[src/rtl/mac_vlg_pkg.sv]
// Shared Ethernet RX/TX types, constants and the byte-wise reflected CRC-32 step.
package mac_vlg_pkg;

    typedef logic [47:0] mac_addr_t;
    typedef logic [31:0] fcs_t;
    typedef logic [15:0] length_t;

    typedef struct packed {
        mac_addr_t   dst_mac;
        mac_addr_t   src_mac;
        logic [15:0] ethertype;
    } mac_hdr_t;

    typedef struct packed {
        logic     val;
        mac_hdr_t hdr;
        length_t  length;
    } mac_meta_t;

    localparam logic [63:0] PREAMBLE      = 64'h5555_5555_5555_55d5;
    localparam mac_addr_t   MAC_BROADCAST = 48'hffff_ffff_ffff;
    localparam fcs_t        CRC_RESIDUE   = 32'hDEBB20E3;
    localparam fcs_t        CRC_POLY_REFL = 32'hEDB88320;
    localparam int          HDR_BYTES     = 14;
    localparam int          DLY_BYTES     = 5;

    typedef enum logic [2:0] {IDLE, PRE, HDR, PLD, DROP} rx_state_t;

    // LSB-first CRC-32 update by one byte (0x04C11DB7 bit-reversed)
    function automatic fcs_t crc32_next(input fcs_t crc, input logic [7:0] dat);
        fcs_t c;
        c = crc ^ {24'h0, dat};
        for (int i = 0; i < 8; i++) begin
            c = c[0] ? ((c >> 1) ^ CRC_POLY_REFL) : (c >> 1);
        end
        return c;
    endfunction

endpackage

[src/rtl/crc32_byte.sv]
// Byte-serial CRC-32 register; init reloads all ones, val folds in one byte.
module crc32_byte
    import mac_vlg_pkg::*;
(
    input  logic       clk,
    input  logic       rst_n,
    input  logic       init,
    input  logic [7:0] dat,
    input  logic       val,
    output fcs_t       crc
);

    always_ff @(posedge clk or negedge rst_n) begin
        if (!rst_n) begin
            crc <= '1;
        end else if (init) begin
            crc <= '1;
        end else if (val) begin
            crc <= crc32_next(crc, dat);
        end
    end

endmodule

[src/rtl/mac_vlg_rx.sv]
// Ethernet receive framer: preamble/SFD sync, header capture and address filter,
// FCS stripping through a 5-byte delay line, CRC and symbol-error reporting.
module mac_vlg_rx
    import mac_vlg_pkg::*;
#(
    parameter bit VERIFY_FCS = 1'b1
) (
    input  logic       clk,
    input  logic       rst_n,
    input  mac_addr_t  mac_addr,
    input  logic [7:0] phy_dat,
    input  logic       phy_val,
    input  logic       phy_err,
    output logic [7:0] rx_dat,
    output logic       rx_val,
    output logic       rx_sof,
    output logic       rx_eof,
    output logic       rx_err,
    output mac_meta_t  rx_meta
);

    rx_state_t   state;
    logic [3:0]  cnt;
    logic [2:0]  dly_cnt;
    logic [39:0] dly;
    mac_hdr_t    hdr_sr;
    mac_hdr_t    hdr_next;
    logic        armed;
    logic        bad_sym;
    logic        first;
    fcs_t        crc;
    logic        emit;
    logic        frame_bad;
    logic [7:0]  pre_bytes [8];

    for (genvar gi = 0; gi < 8; gi++) begin : g_pre
        assign pre_bytes[gi] = PREAMBLE[63-8*gi -: 8];
    end

    crc32_byte u_crc (
        .clk   (clk),
        .rst_n (rst_n),
        .init  (state == PRE),
        .dat   (phy_dat),
        .val   (phy_val && (state == HDR || state == PLD)),
        .crc   (crc)
    );

    assign hdr_next  = {hdr_sr[HDR_BYTES*8-9:0], phy_dat};
    // The oldest byte leaves the line only once the 4 FCS bytes are behind it
    assign emit      = (state == PLD) && (dly_cnt == 3'(DLY_BYTES));
    assign frame_bad = bad_sym || (VERIFY_FCS && (crc != CRC_RESIDUE));

    always_ff @(posedge clk or negedge rst_n) begin
        if (!rst_n) begin
            state   <= IDLE;
            cnt     <= '0;
            dly_cnt <= '0;
            dly     <= '0;
            hdr_sr  <= '0;
            armed   <= 1'b0;
            bad_sym <= 1'b0;
            first   <= 1'b0;
            rx_dat  <= '0;
            rx_val  <= 1'b0;
            rx_sof  <= 1'b0;
            rx_eof  <= 1'b0;
            rx_err  <= 1'b0;
            rx_meta <= '0;
        end else begin
            rx_val <= 1'b0;
            rx_sof <= 1'b0;
            rx_eof <= 1'b0;
            rx_err <= 1'b0;
            // A frame already in flight at reset release is skipped until the gap
            if (!phy_val) armed <= 1'b1;

            case (state)
                IDLE: if (phy_val && armed) begin
                    if (phy_dat == pre_bytes[0]) begin
                        state <= PRE;
                        cnt   <= 4'd1;
                    end else begin
                        state <= DROP;
                    end
                end
                PRE: if (!phy_val) begin
                    state <= IDLE;
                end else if (phy_dat != pre_bytes[cnt[2:0]]) begin
                    state <= DROP;
                end else if (cnt == 4'd7) begin
                    state   <= HDR;
                    cnt     <= '0;
                    bad_sym <= 1'b0;
                end else begin
                    cnt <= cnt + 4'd1;
                end
                HDR: if (!phy_val) begin
                    state <= IDLE;
                end else begin
                    hdr_sr  <= hdr_next;
                    bad_sym <= bad_sym | phy_err;
                    if (cnt == 4'(HDR_BYTES - 1)) begin
                        if (hdr_next.dst_mac == mac_addr || hdr_next.dst_mac == MAC_BROADCAST) begin
                            state   <= PLD;
                            dly_cnt <= '0;
                            first   <= 1'b1;
                        end else begin
                            state <= DROP;
                        end
                    end else begin
                        cnt <= cnt + 4'd1;
                    end
                end
                PLD: if (phy_val) begin
                    dly     <= {dly[31:0], phy_dat};
                    bad_sym <= bad_sym | phy_err;
                    if (!emit) dly_cnt <= dly_cnt + 3'd1;
                end else begin
                    state   <= IDLE;
                    dly_cnt <= '0;
                end
                DROP: if (!phy_val) state <= IDLE;
                default: state <= IDLE;
            endcase

            if (emit) begin
                rx_val <= 1'b1;
                rx_dat <= dly[39:32];
                rx_sof <= first;
                rx_eof <= !phy_val;
                rx_err <= !phy_val && frame_bad;
                first  <= 1'b0;
                if (first) begin
                    rx_meta <= '{val: 1'b1, hdr: hdr_sr, length: length_t'(1)};
                end else if (rx_meta.length != '1) begin
                    rx_meta.length <= rx_meta.length + length_t'(1);
                end
            end
        end
    end

endmodule
[config.mk]
export PLATFORM = sky130hd
export DESIGN_NAME = mac_vlg_rx
export DESIGN_NICKNAME = d
export VERILOG_FILES = /design/src/rtl/mac_vlg_pkg.sv /design/src/rtl/crc32_byte.sv /design/src/rtl/mac_vlg_rx.sv
export SDC_FILE = /design/constraint.sdc
export NUM_CORES = 1
export LEC_CHECK = 0
export CORE_MARGIN = 4
export CORE_UTILIZATION = 41
export CTS_BUF_LIST = sky130_fd_sc_hd__clkbuf_4
export CTS_CLUSTER_DIAMETER = 200
export DETAILED_ROUTE_END_ITERATION = 12
export PLACE_DENSITY = 0.65
export SLEW_MARGIN = 10
export SYNTH_ARGS = -nofsm -noshare
export SYNTH_HDL_FRONTEND = slang
export SYNTH_SLANG_ARGS = --single-unit
[constraint.sdc]
create_clock -name clk -period 3.94 [get_ports clk]
set_input_delay 0.788 -clock clk [delete_from_list [all_inputs] [get_ports clk]]
set_output_delay 0.788 -clock clk [all_outputs]
set_load 0.01 [all_outputs]
**After elaboration in Yosys (flattened, before gate mapping)**

Memories as Yosys holds them, arrays and structs flattened.
Index checks and enable logic that the tools add are counted.

- Flip-flop bits (word level): 338
- Logic and storage cells: 145
- Output and inout bits: 141
- Memory bits (read-only): 64
- Memories kept: 1

Memories:

| name | depth | width | rd ports | clocked after memory_dff | wr ports | line | RTL |
|---|---|---|---|---|---|---|---|
| (no name shown) | 8 | 8 | 1 | 0 | 0 | mac_vlg_rx.sv:89 | `end else if (phy_dat != pre_bytes[cnt[2:0]]) begin` |

- Multiplexer cells: 52
- $lt $le $gt $ge: 1
- Reduce and logical (&&, ||, !) cells: 29
- Bitwise logic cells: 11
- Equal/unequal tests: 27
- $add $sub $neg: 3

Operator list:

| kind | number |
|---|---|
| $mux 32 | 10 |
| $not 13->14 | 8 |
| $eq 48x48->1 | 1 |
| $eq 48x48->1 const B | 1 |
| $mux 3 | 14 |
| $mux 16 | 2 |
| $ne 32x32->1 const B | 1 |
| $xor 32x8->32 | 1 |
| $mux 4 | 7 |
| $add 16x1->16 const B | 1 |
| $mux 8 | 2 |
| $ne 16x16->1 const B | 1 |
| $ne 2x2->1 const B | 8 |
| $reduce_bool 2->1 | 8 |
| $mux 1 | 13 |
| $pmux 3 s4 | 1 |
| $pmux 4 s3 | 1 |
| $reduce_and 5->1 | 2 |
| $eq 8x7->1 const B | 1 |
| $ne 8x8->1 | 1 |
| $reduce_and 2->1 | 4 |
| $reduce_and 4->1 | 2 |
| $reduce_and 7->1 | 1 |
| $eq 3x2->1 const B | 2 |
| other kinds (21) | 30 |

**Depth between registers and ports, before layout**

- Word-level depth: 19
- Mapped depth: 11

**Hierarchy**

Synthesis repeated with hierarchy kept, for this count alone.

- Cells, all modules: 1,322
- Area total of the unflattened synthesis: 14,808.0 um^2

Modules (own cells, without submodules):

| module | cells each | seq. area each (um^2) | times used | area each (um^2) |
|---|---|---|---|---|
| mac_vlg_rx | 1,130 | 7,657.3 | 1 | 12,729.7 |
| crc32_byte | 192 | 840.8 | 1 | 2,078.2 |

**Least setup slack after synthesis**

No wires, ideal clock.

- Path type: input port to flip-flop
- Start: input port mac_addr[29]
- End: register dly_cnt[1]
- Data required time: 3.815 ns
- Arrival: 2.223 ns
- Stages on the path: 6
- Setup slack: 1.592 ns
- Path through: xor2_1 nor4_1 nand4_1 o31a_1 a211oi_2 mux2_2

- Longest elaborated chain between the ends: 4

RTL lines:

| what | line | RTL |
|---|---|---|
| start: declaration | mac_vlg_rx.sv:10 | `input mac_addr_t mac_addr,` |
| $eq 48x48->1 | mac_vlg_rx.sv:104 | `if (hdr_next.dst_mac == mac_addr \|\| hdr_next.dst_mac == MAC_BROADCAST) begin` |
| $logic_or 1x1->1 | mac_vlg_rx.sv:104 |  |
| $ne 2x1->1 (no source line) | -- |  |
| $reduce_and 5->1 (no source line) | -- |  |
| end signal: assignment | mac_vlg_rx.sv:118 | `if (!emit) dly_cnt <= dly_cnt + 3'd1;` |
| end: declaration | mac_vlg_rx.sv:24 | `logic [2:0] dly_cnt;` |

Every way passes these cells.
A chain may end at the register's enable or synchronous reset.

**Worst setup path after layout**

- Start: register state[1]
- End: register rx_meta[116] in the netlist's numbering

- Longest elaborated chain between the ends: 3

RTL lines:

| what | line | RTL |
|---|---|---|
| start: declaration | mac_vlg_rx.sv:22 | `rx_state_t state;` |
| start signal: assignment | mac_vlg_rx.sv:56 | `state <= IDLE;` |
| start signal: assignment | mac_vlg_rx.sv:81 | `state <= PRE;` |
| start signal: assignment | mac_vlg_rx.sv:84 | `state <= DROP;` |
| $eq 3x2->1 | mac_vlg_rx.sv:51 | `assign emit = (state == PLD) && (dly_cnt == 3'(DLY_BYTES));` |
| $logic_and 1x1->1 | mac_vlg_rx.sv:51 |  |
| $reduce_and 2->1 (no source line) | -- |  |
| end signal: assignment | mac_vlg_rx.sv:135 | `rx_meta <= '{val: 1'b1, hdr: hdr_sr, length: length_t'(1)};` |
| end: declaration | mac_vlg_rx.sv:19 | `output mac_meta_t rx_meta` |

Every way passes these cells.

==> results.txt <==
Part of the power in registers: 45.3%
CP Launch Type: register
Worst-path cell chain: nor2b_1, nand4_2, inv_1, buf_4, nand2_4, inv_4, buf_12, nand2_1, nand2_1
Layout cells sized above 1: 19.27%
RSZ-0062 raised after global routing: false
Port Buffers: 200
DRT Wirelength: 37460 um
CTS Root Cell: clkbuf_4
Synth Instances: 1386
Most frequent cells in the layout: nand2_1 (501), dfrtp_1 (306), clkdlybuf4s50_1 (199), clkbuf_4 (136), mux2_2 (113)
Primary FF master, synth: dfrtp_1
Leakage power: 9.028 nW
Worst Hold Class: input port to asynchronous set/reset pin
Initial Util: 41.89%
Nets: 1707
First-pass GRT wire length: 60740 um
DR WL/cell: 17.39 um
Clock skew: 0.04808 ns
CP Data Arrival Time: 3.41 ns
Crit-path most repeated cell: nand2_1
TritonCTS clock tree: done
Clk pwr share: 31.5%
Worst skew pair latency: 0.72 ns
Critical Path End Type: register
Overall Global Routing Usage: 19.46%
Hold-fix buffers, CTS: 0
Core area: 34800 um2
CP Max Fanout: 59
Commonest non-fill, non-tap cell in the layout: nand2_1
Worst vdd ir: 0.2825 mV
Tcrit/Tclk final: 70.92%
Register area share after synthesis: 58.30%
Placed cell count: 2005
Std-Cell Rows: 68
Post-CTS setup buffers: 0
Die Width: 196.6 um
Critical path class: register to register
WP data required: 4.56 ns
Max-slew headroom: 45.74%
Achievable frequency: 357.9 MHz
Reg clk slew, reported paths: 0.06 ns
Die ar.: 38630 um2
PostCTS Resize Cnt: 0
Top-area cell type share of the netlist area: 52.53%
Worst-margin pin slew: 0.8139 ns
Setup violators final: 0
Drt pass-1 iters: 5
Slowest cell delay on critical path: 0.68 ns
Cts bufs inserted: 89
Largest net degree at the start of global routing: 98
Unique masters post-synth: 53
EDFF count, synth: 0
Post-DP HPWL: 25230 um
Mapped Area: 14580 um2
Clock buffer depth: 3
Status: finished clean
H-tree depth: 3
Tmin final: 2.794 ns
Vias after detailed routing: 10730
Vias in the first global route: 11010
Setup TNS Final: 0 ns
GP Congestion: 0.8790
Pwr/cell area: 518.9 nW/um2
Int Pwr: 0.006621 W
Filler instances: 3172
Hold slack final: 0.1276 ns
Final Max Slew Viols: 0
Max-cap violations: 0
DRC violations left: 0
Non-Filler Instances: 2154
I/O pins: 201
Combinational share of power: 23.3%
Area leader, netlist: dfrtp_1
DRT iter0 DRCs: 548
Switching pwr: 0.002854 W
Mapped Avg Cell Area: 10.52 um2
Async S/R FF share, synth: 100.0%
Sw frac: 30.12%
P&R area growth vs syn: 25.26%
Initial antenna violation count: 2
Post-Syn Nets: 1452
Die Ht: 196.6 um
FF+latch count, synth: 338
Final Hold Vio Count: 0
CTS Sinks: 338
GRT Residual Overflow: 0
Synth area leaders: dfrtp_1 (53%), nand2_1 (13%), mux2_2 (8.7%), dfstp_2 (5.8%), xor2_1 (4.4%)
Tot Pwr: 0.009475 W
Routed Antenna Nets: 0
Via density: 4.980
Slowest cell on the critical path: inv_4
Synth Warn #: 0
[path summary, 6_finish.rpt]
path	start	to	slack, ns	cells after the start
hold / removal	rst_n	rx_meta[23]$_DFFE_PN0P_	0.13	1
max in group asynchronous	rst_n	hdr_next[100]$_DFFE_PN0P_	2.86	2
setup / recovery	state[1]$_DFFE_PN0P_	rx_meta[116]$_DFFE_PN0P_	1.15	9
setup reg to reg	state[1]$_DFFE_PN0P_	rx_meta[116]$_DFFE_PN0P_	1.15	9
min in group clk	dly[3]$_DFFE_PN0P_	dly[11]$_DFFE_PN0P_	0.45	2
hold reg to reg	dly[3]$_DFFE_PN0P_	dly[11]$_DFFE_PN0P_	0.45	2
[per-layer routing]
layer | GRT usage [%] | up-vias | wire (um)
met5 | 0 | - | 0
met4 | 7.965 | 0 | 1226
met3 | 4.838 | 90 | 2279
met2 | 30.32 | 331 | 17500
met1 | 26.27 | 5187 | 16460
li1 | - | 5119 | -
[cells by family (layout without fill, tap and decap cells)]
kind of cell / count (synthesis) / after routing / share of synthesized area, %
XOR/XNOR: 131 / 131 / 8.515
adder cells (fa/ha/maj): 6 / 6 / 0.5150
AND/OR/NAND/NOR: 641 / 641 / 18.09
flip-flops: 338 / 338 / 58.30
other: 0 / 2 / 0
multiplexers: 114 / 114 / 8.798
AO/OA/AOI/OAI: 83 / 83 / 3.545
buffers and inverters: 73 / 384 / 2.240
[layout make-up]
class / instances / area [um2] / share of cell area [%]
tap: 455 / 569.3 / 3.118
clock buffer: 136 / 1021 / 5.592
multi-input combinational: 975 / 5767 / 31.58
clock inverter: 11 / 68.82 / 0.3769
sequential: 338 / 8498 / 46.54
inverter: 12 / 47.55 / 0.2604
timing repair buffer: 225 / 2282 / 12.50
antenna: 2 / 5.005 / 0.02741
[synth_stat cells, drive strengths merged, types with 2 or more instances]
| library cell | n |
|---|---|
| nor4b | 2 |
| and2 | 3 |
| nand2 | 502 |
| o21ai | 12 |
| o31ai | 3 |
| o21a | 2 |
| nor2 | 47 |
| inv | 12 |
| nand2b | 4 |
| or3 | 7 |
| a21o | 2 |
| and3 | 6 |
| ha | 6 |
| clkbuf | 35 |
| nand3 | 12 |
| a31oi | 4 |
| mux2 | 113 |
| xor2 | 75 |
| xnor2 | 56 |
| o31a | 2 |
| dfrtp | 306 |
| nor2b | 5 |
| nor4 | 20 |
| o22a | 5 |
| a21oi | 39 |
| nor3 | 6 |
| nand4 | 22 |
| buf | 26 |
| dfstp | 32 |
| o211ai | 4 |
| nand4b | 2 |
[flip-flops by register name, summed over array words and instances, names as in the netlist]
| signal | flops |
|---|---|
| rx_err | 1 |
| rx_meta | 129 |
| armed | 1 |
| hdr_sr | 8 |
| hdr_next | 104 |
| bad_sym | 1 |
| rx_sof | 1 |
| rx_eof | 1 |
| rx_val | 1 |
| dly_cnt | 3 |
| first | 1 |
| u_crc.crc | 32 |
| state | 3 |
| cnt | 4 |
| rx_dat | 8 |
| dly | 40 |
[through the flow]
step | worst slack [ns] | utilization [%] | cell area, um2
after floorplan | 1.592 | - | 14580
after global placement | 0.8936 | 49.32 | 17160
after detailed placement | 0.8075 | 49.32 | 17160
after CTS | 1.050 | 52.46 | 18250
after global routing | 0.8107 | 52.47 | 18260
final | 1.146 | 52.47 | 18260
[worst max-delay path, delay by kind of cell (launching register included)]
kind / cells / cell delay, ns
buf+inv: 4 / 1.28
simple gates: 5 / 0.89
flops: 1 / 0.54
[power by group through the flow]
| stage | clock (W) | sequential [W] | combinational, W |
|---|---|---|---|
| after CTS | 0.00310 | 0.00429 | 0.00222 |
| final | 0.00298 | 0.00429 | 0.00220 |
| after global placement | 0 | 0.00434 | 0.00218 |
| after detailed placement | 0 | 0.00435 | 0.00220 |
| after global routing | 0.00330 | 0.00434 | 0.00242 |
| after floorplan | 0 | 0.00420 | 0.00173 |
Note: power is estimated with default switching activity, not from simulation.
